**src/rtl/alu_frame_ctrl.sv**
```systemverilog
// Frame sequencer between the byte-stream RX/TX blocks and a combinational ALU.
// It collects the bytes A, B and OP, drives the ALU and returns the result as one TX byte.
module alu_frame_ctrl #(
  parameter int NB_DATA = 6,
  parameter int NB_OP   = 6,
  parameter int TIMEOUT = 50000
) (
  input  logic               clk,
  input  logic               rst_n,
  input  logic [7:0]         rx_data,
  input  logic               rx_valid,
  input  logic [NB_DATA-1:0] alu_result,
  output logic [NB_DATA-1:0] Data_A,
  output logic [NB_DATA-1:0] Data_B,
  output logic [NB_OP-1:0]   Op,
  output logic [7:0]         tx_data,
  output logic               tx_start,
  input  logic               tx_done,
  output logic               busy,
  output logic               overrun,
  output logic               timeout
);
  localparam int TW = $clog2(TIMEOUT);

  typedef enum logic [2:0] {WAIT_A, WAIT_B, WAIT_OP, EXEC, SEND, WAIT_TX} state_t;

  state_t        state, nstate;
  logic [TW-1:0] timer;
  logic          expire, in_frame, in_out, op_ok;
  logic          unused_rx;

  // Only the low bits of each byte are meaningful for narrow parameterizations.
  assign unused_rx = ^rx_data;

  assign expire   = (timer == TW'(TIMEOUT - 1));
  assign in_frame = (state == WAIT_B) || (state == WAIT_OP);
  assign in_out   = (state == EXEC) || (state == SEND) || (state == WAIT_TX);

  always_comb begin
    case (Op)
      NB_OP'(6'b100000), NB_OP'(6'b100010), NB_OP'(6'b100100), NB_OP'(6'b100101),
      NB_OP'(6'b100110), NB_OP'(6'b000011), NB_OP'(6'b000010), NB_OP'(6'b100111):
        op_ok = 1'b1;
      default: op_ok = 1'b0;
    endcase
  end

  always_ff @(posedge clk or negedge rst_n) begin
    if (!rst_n) state <= WAIT_A;
    else        state <= nstate;
  end

  always_comb begin
    nstate = state;
    case (state)
      WAIT_A:  if (rx_valid) nstate = WAIT_B;
      WAIT_B:  if (rx_valid) nstate = WAIT_OP; else if (expire) nstate = WAIT_A;
      WAIT_OP: if (rx_valid) nstate = EXEC;    else if (expire) nstate = WAIT_A;
      EXEC:    nstate = SEND;
      SEND:    nstate = WAIT_TX;
      WAIT_TX: if (tx_done) nstate = WAIT_A;
      default: nstate = WAIT_A;
    endcase
  end

  always_ff @(posedge clk or negedge rst_n) begin
    if (!rst_n) begin
      Data_A   <= '0;
      Data_B   <= '0;
      Op       <= '0;
      tx_data  <= '0;
      tx_start <= 1'b0;
      busy     <= 1'b0;
      overrun  <= 1'b0;
      timeout  <= 1'b0;
      timer    <= '0;
    end else begin
      tx_start <= (state == SEND);
      busy     <= (nstate != WAIT_A);
      overrun  <= rx_valid && in_out;
      // A byte arriving on the expiry cycle wins over the abort.
      timeout  <= in_frame && !rx_valid && expire;
      if (in_frame && !rx_valid)
        timer <= expire ? '0 : timer + 1'b1;
      case (state)
        WAIT_A:  if (rx_valid) begin Data_A <= rx_data[NB_DATA-1:0]; timer <= '0; end
        WAIT_B:  if (rx_valid) begin Data_B <= rx_data[NB_DATA-1:0]; timer <= '0; end
        WAIT_OP: if (rx_valid) begin Op     <= rx_data[NB_OP-1:0];   timer <= '0; end
        EXEC:    tx_data <= op_ok ? 8'(alu_result) : 8'hFF;
        default: ;
      endcase
    end
  end
endmodule

```
**config.mk**
```make
export PLATFORM = sky130hd
export DESIGN_NAME = alu_frame_ctrl
export DESIGN_NICKNAME = d
export VERILOG_FILES = /design/src/rtl/alu_frame_ctrl.sv
export SDC_FILE = /design/constraint.sdc
export NUM_CORES = 1
export LEC_CHECK = 0
export ABC_AREA = 1
export BUFFER_PORTS_ARGS = -buffer_cell sky130_fd_sc_hd__buf_2
export CELL_PAD_IN_SITES_DETAIL_PLACEMENT = 0
export CELL_PAD_IN_SITES_GLOBAL_PLACEMENT = 1
export CORE_MARGIN = 2
export CORE_UTILIZATION = 40
export DETAILED_ROUTE_END_ITERATION = 12
export GPL_ROUTABILITY_DRIVEN = 0
export PLACE_DENSITY = 0.88
export SKIP_CTS_REPAIR_TIMING = 1
export SLEW_MARGIN = 25
export SYNTH_ARGS = -nofsm -noshare
export SYNTH_HDL_FRONTEND = slang
export SYNTH_SLANG_ARGS = --single-unit
```
**constraint.sdc**
```tcl
create_clock -name clk -period 1.75 [get_ports clk]
set_input_delay 0.525 -clock clk [delete_from_list [all_inputs] [get_ports clk]]
set_output_delay 0.525 -clock clk [all_outputs]
set_load 0.01 [all_outputs]
```
---- Word level (Yosys, flattened, before mapping) ----
Index checks and enable logic that the tools add are counted.
cells by class
  $add $sub $neg .......................... 1
  eq/ne operators ......................... 14
  multiplexer cells ....................... 12
  reduce and logical (&&, ||, !) cells .... 14
operators by type and width
  kind                                                             count
  16-bit 2-to-1 mux                                                4
  6-bit == test, second input constant                             6
  3-bit one-hot mux with 6 select lines                            1
  16-bit by 1-bit adder with 16-bit output, second input constant  1
  16-bit == test, second input constant                            1
  3-bit 2-to-1 mux                                                 5
  6-bit by 2-bit == test with 1-bit output, second input constant  2
  8-bit 2-to-1 mux                                                 1
  8-bit OR reduction                                               1
  3-bit by 2-bit == test with 1-bit output, second input constant  2
  3-bit == test, second input constant                             2
  2-bit AND reduction                                              3
  3-bit by 1-bit == test with 1-bit output, second input constant  1
  1-bit logical AND                                                3
  3-bit zero test                                                  1
  1-bit logical OR                                                 3
  3-bit nonzero test                                               1
  3-bit OR reduction                                               1
  1-bit zero test                                                  1
  1-bit 2-to-1 mux                                                 1
storage, ports and cells
  register bits after elaboration ......... 49
  logic and storage cells ................. 51

---- Longest topological paths before layout ----
  word-level depth ........................ 6
  mapped depth ............................ 11
  depth with buffers taken out ............ 9

---- Worst setup path after synthesis ----
No wires, ideal clock.
  path kind ............................... register -> register
  from .................................... register state[0]
  to ...................................... register timer[3]
  library setup time ...................... 0.120 ns
  arrival time ............................ 1.317 ns
  required time ........................... 1.630 ns
  slack ................................... 0.313 ns
  stages on the path, launching flop included .. 10
  cell sequence ........................... dfrtp_1 > buf_6 > nand2_4 > nand2_4 > nor2_8 > nand2_4 > buf_6 > or2_0 > o21ai_0 > nor2_1
between the ends
  word-level cells in the longest chain between the ends .. 6
  elaborated cells on any way between the ends .. 9
  those cells by class .................... eq/ne (2); mux (3); reduce/logical (4)
RTL lines
  element                                                                                               RTL line    RTL
  start: declaration                                                                                    27          state_t state, nstate;
  start signal: assignment                                                                              50          else state <= nstate;
  3-bit by 1-bit == test with 1-bit output or 3-bit by 2-bit == test with 1-bit output (tied branches)  36, 85
  1-bit logical OR                                                                                      36          assign in_frame = (state == WAIT_B) || (state == WAIT_OP);
  1-bit logical AND                                                                                     83          if (in_frame && !rx_valid)
  16-bit 2-to-1 mux                                                                                     83
  16-bit 2-to-1 mux                                                                                     86, 87, 88
  16-bit 2-to-1 mux (*)                                                                                 n/a
  end signal: assignment                                                                                84          timer <= expire ? '0 : timer + 1'b1;
  end: declaration                                                                                      28          logic [TW-1:0] timer;
Mark *: on every way between the ends. The rest lies on a longest branch, timed or not.
A chain may end at the register's enable or synchronous reset.

---- Final worst setup path ----
  from .................................... register timer[0]
  to ...................................... register timer[13]
between the ends
  word-level cells in the longest chain between the ends .. 5
  elaborated cells on any way between the ends .. 6
  those cells by class .................... add/sub (1); eq/ne (1); mux (4)
RTL lines
  element                                                                     RTL line
  16-bit by 1-bit adder with 16-bit output or 16-bit == test (tied branches)  84, 35
  16-bit 2-to-1 mux (*)                                                       84
  16-bit 2-to-1 mux (*)                                                       83
  16-bit 2-to-1 mux                                                           86, 87, 88
  16-bit 2-to-1 mux (*)                                                       n/a
Marks and branches as above.

==> run summary <==
Post-synth top cells - nand2_1, dfrtp_1, nor2_1
Core area - 0.00557 sq mm
Max Cap Violations - 0
Effective utilization at floorplan - 0.418
Yosys Warn Count - 0
Cells after synthesis - 286
Post-Place Setup Slack - 0.167 ns
Startpoint types - flip-flop
Grt ovf - 0
CP arrival - 1.85 ns
CP max FO - 6
Inserted Diodes - 0
Post-synth design cell area - 0.00233 sq mm
NumNets Final - 355
# IOs - 48
CTS tree - yes
First-pass GRT wire length - 8510 um
Top post-synthesis cells by area - dfrtp_1, nand2_1, nor2_1
Port Buffers - 45
Largest net degree at the start of global routing - 49
Final Slew Violations - 0
Power Density - 1530 mW/mm^2
CP Class - flip-flop to flip-flop
Row count - 27
Final Worst Setup Slack - 0.141 ns
DRC marker count from the first detailed-route iteration - 55
Share of cells above drive strength 1 - 0.214
EDFF count, synth - 0
Worst skew pair latency - 0.30 ns
Post-synth net total - 305
Routed Antenna Nets - 0
Top cell type's share of synthesized area - 0.515
Vias in the first global route - 1921
Die ar. - 0.00645 sq mm
Period utilization - 0.920
Avg WL per Cell - 11.7 um
Status - finished, final reports clean
RSZ-0062 raised after global routing - no
Root buf cell - clkbuf_8
TritonCTS Buffers - 5
Die width - 80.3 um
VDD IR max - 887 uV
Min Clock Period, post-route - 1.61 ns
Register Area - 0.00120 sq mm
Post-Route Setup TNS - 0 ns
Post-Route Skew - 0.00925 ns
Multi-input gate area - 941 sq um
Slowest CP cell - dfrtp_1
Initial antenna violation count - 0
Worst R2R Path Depth - 9
Fmax - 621 MHz
Crit. End Element - flip-flop
Pre-Repair DR Iteration Count - 4
# setup viols final - 0
Syn avg cell area - 8.15 sq um
Die H - 80.3 um
CTS Buffer Depth - 2
Detailed-route vias per instance - 4.78
Clock-pin slew on the worst setup and hold paths - 0.10 ns
CP peak stage delay - 0.42 ns
Area leader, netlist - dfrtp_1
FILL cells - 546
Hold Vio Cnt, Final - 0
Sequential element share of the synthesized area - 0.515
Overall routing resource usage - 0.168
Critical Path RT - 1.99 ns
FF+latch count, synth - 48
Relative slew slack - 0.680
CTS Sinks - 48
Pleak - 0.00144 uW
Most used cell, CP - nor2_1
Hold Crit Class - primary input to async pin
Post-synth ARST share - 1.00
H-Tree Depth - 2
Worst slew pin tran - 0.479 ns
Worst path cell trace - ha_1 > nand3_1 > nor2_1 > nand2_1 > nor2_1 > nor2_4 > buf_12 > nand2_1 > nor2_1
Via count - 1957
Layout area overhead - 19.1%
HPWL Detailed - 3540 um
Count leader, synth - nand2_1
Routed WL - 4770 um
Top_reg_cell synth - dfrtp_1
DRC - 0
Yosys cell types - 30
[logic make-up after synthesis]
kind of cell | share of synthesized area
xor gates and xnor gates | 0.00752
buffers and inverters | 0.0810
adders and majority gates | 0.00537
muxes | 0.00483
and+or+nand+nor | 0.293
AOI/OAI and AO/OA | 0.0929
DFF | 0.515
[layer usage]
metal / global-route usage / up-vias / share of wire
met5: 0 / - / 0
met4: 0.0407 / 0 / 0.0044
met3: 0.0472 / 2 / 0.061
met2: 0.270 / 56 / 0.46
met1: 0.223 / 892 / 0.48
li1: - / 1007 / -
[placed cells by master (no fill, tap or decap), types with 2 or more instances in the layout]
master and count:
nand2_1 75, dfrtp_1 48, nand4_1 3, o21ai_0 27, nor2_4 4, buf_4 4
buf_2 45, nand3_1 14, inv_1 33, nor2_1 41, nor3_1 6, nand2_4 3
o22ai_1 2, buf_12 2, a31oi_1 2, clkbuf_8 5, a21oi_1 6
[worst paths after layout]
check	to	slack, ns	from
setup / recovery	timer[13]	0.14	timer[0]
hold / removal	timeout	0.19	rst_n
setup reg to reg	timer[13]	0.14	timer[0]
hold reg to reg	Data_A[1]	0.49	Data_A[1]
max in group asynchronous	state[1]	1.33	rst_n
min in group clk	tx_data[4]	0.49	alu_result[4]
[worst max-delay path: cells and delay by family (launching register included)]
family / cells / cell delay [ns]
flops: 1 / 0.42
simple gates: 7 / 0.78
fa+ha+maj: 1 / 0.23
buf+inv: 1 / 0.14
[flip-flops by register name (all words and copies together) (netlist names)]
| signal | cells |
|---|---|
| state | 3 |
| tx_start | 1 |
| Op | 6 |
| Data_A | 6 |
| Data_B | 6 |
| timer | 16 |
| timeout | 1 |
| busy | 1 |
| tx_data | 7 |
| overrun | 1 |
[through the flow]
| step | utilization | hold WS [ns] | instance area, sq um | cells | total power [uW] |
|---|---|---|---|---|---|
| 2_1_floorplan | - | 0.229 | 2330 | 286 | 2910 |
| 3_3_place_gp | 0.474 | 0.464 | 2640 | 400 | 3400 |
| 3_5_place_dp | 0.474 | 0.468 | 2640 | 400 | 3440 |
| 4_1_cts | 0.494 | 0.200 | 2760 | 408 | 4280 |
| 5_1_grt | 0.498 | 0.196 | 2780 | 409 | 4650 |
| 6_report | 0.498 | 0.187 | 2780 | 409 | 4250 |
[power by group]
part	switching (uW)	internal, uW	leakage (uW)
clock network	388	431	0.0000548
logic	987	681	0.000767
registers	277	1490	0.000615
total	1650	2600	0.00144
[area by class of cell]
cell class	instances	area share
clock inverter	3	0.0167
clock buffer	5	0.0248
multi-input combinational	195	0.339
inverter	35	0.0478
timing repair buffer	51	0.106
tap	72	0.0325
sequential	48	0.433
No activity file was read; power rests on OpenSTA's default activity.
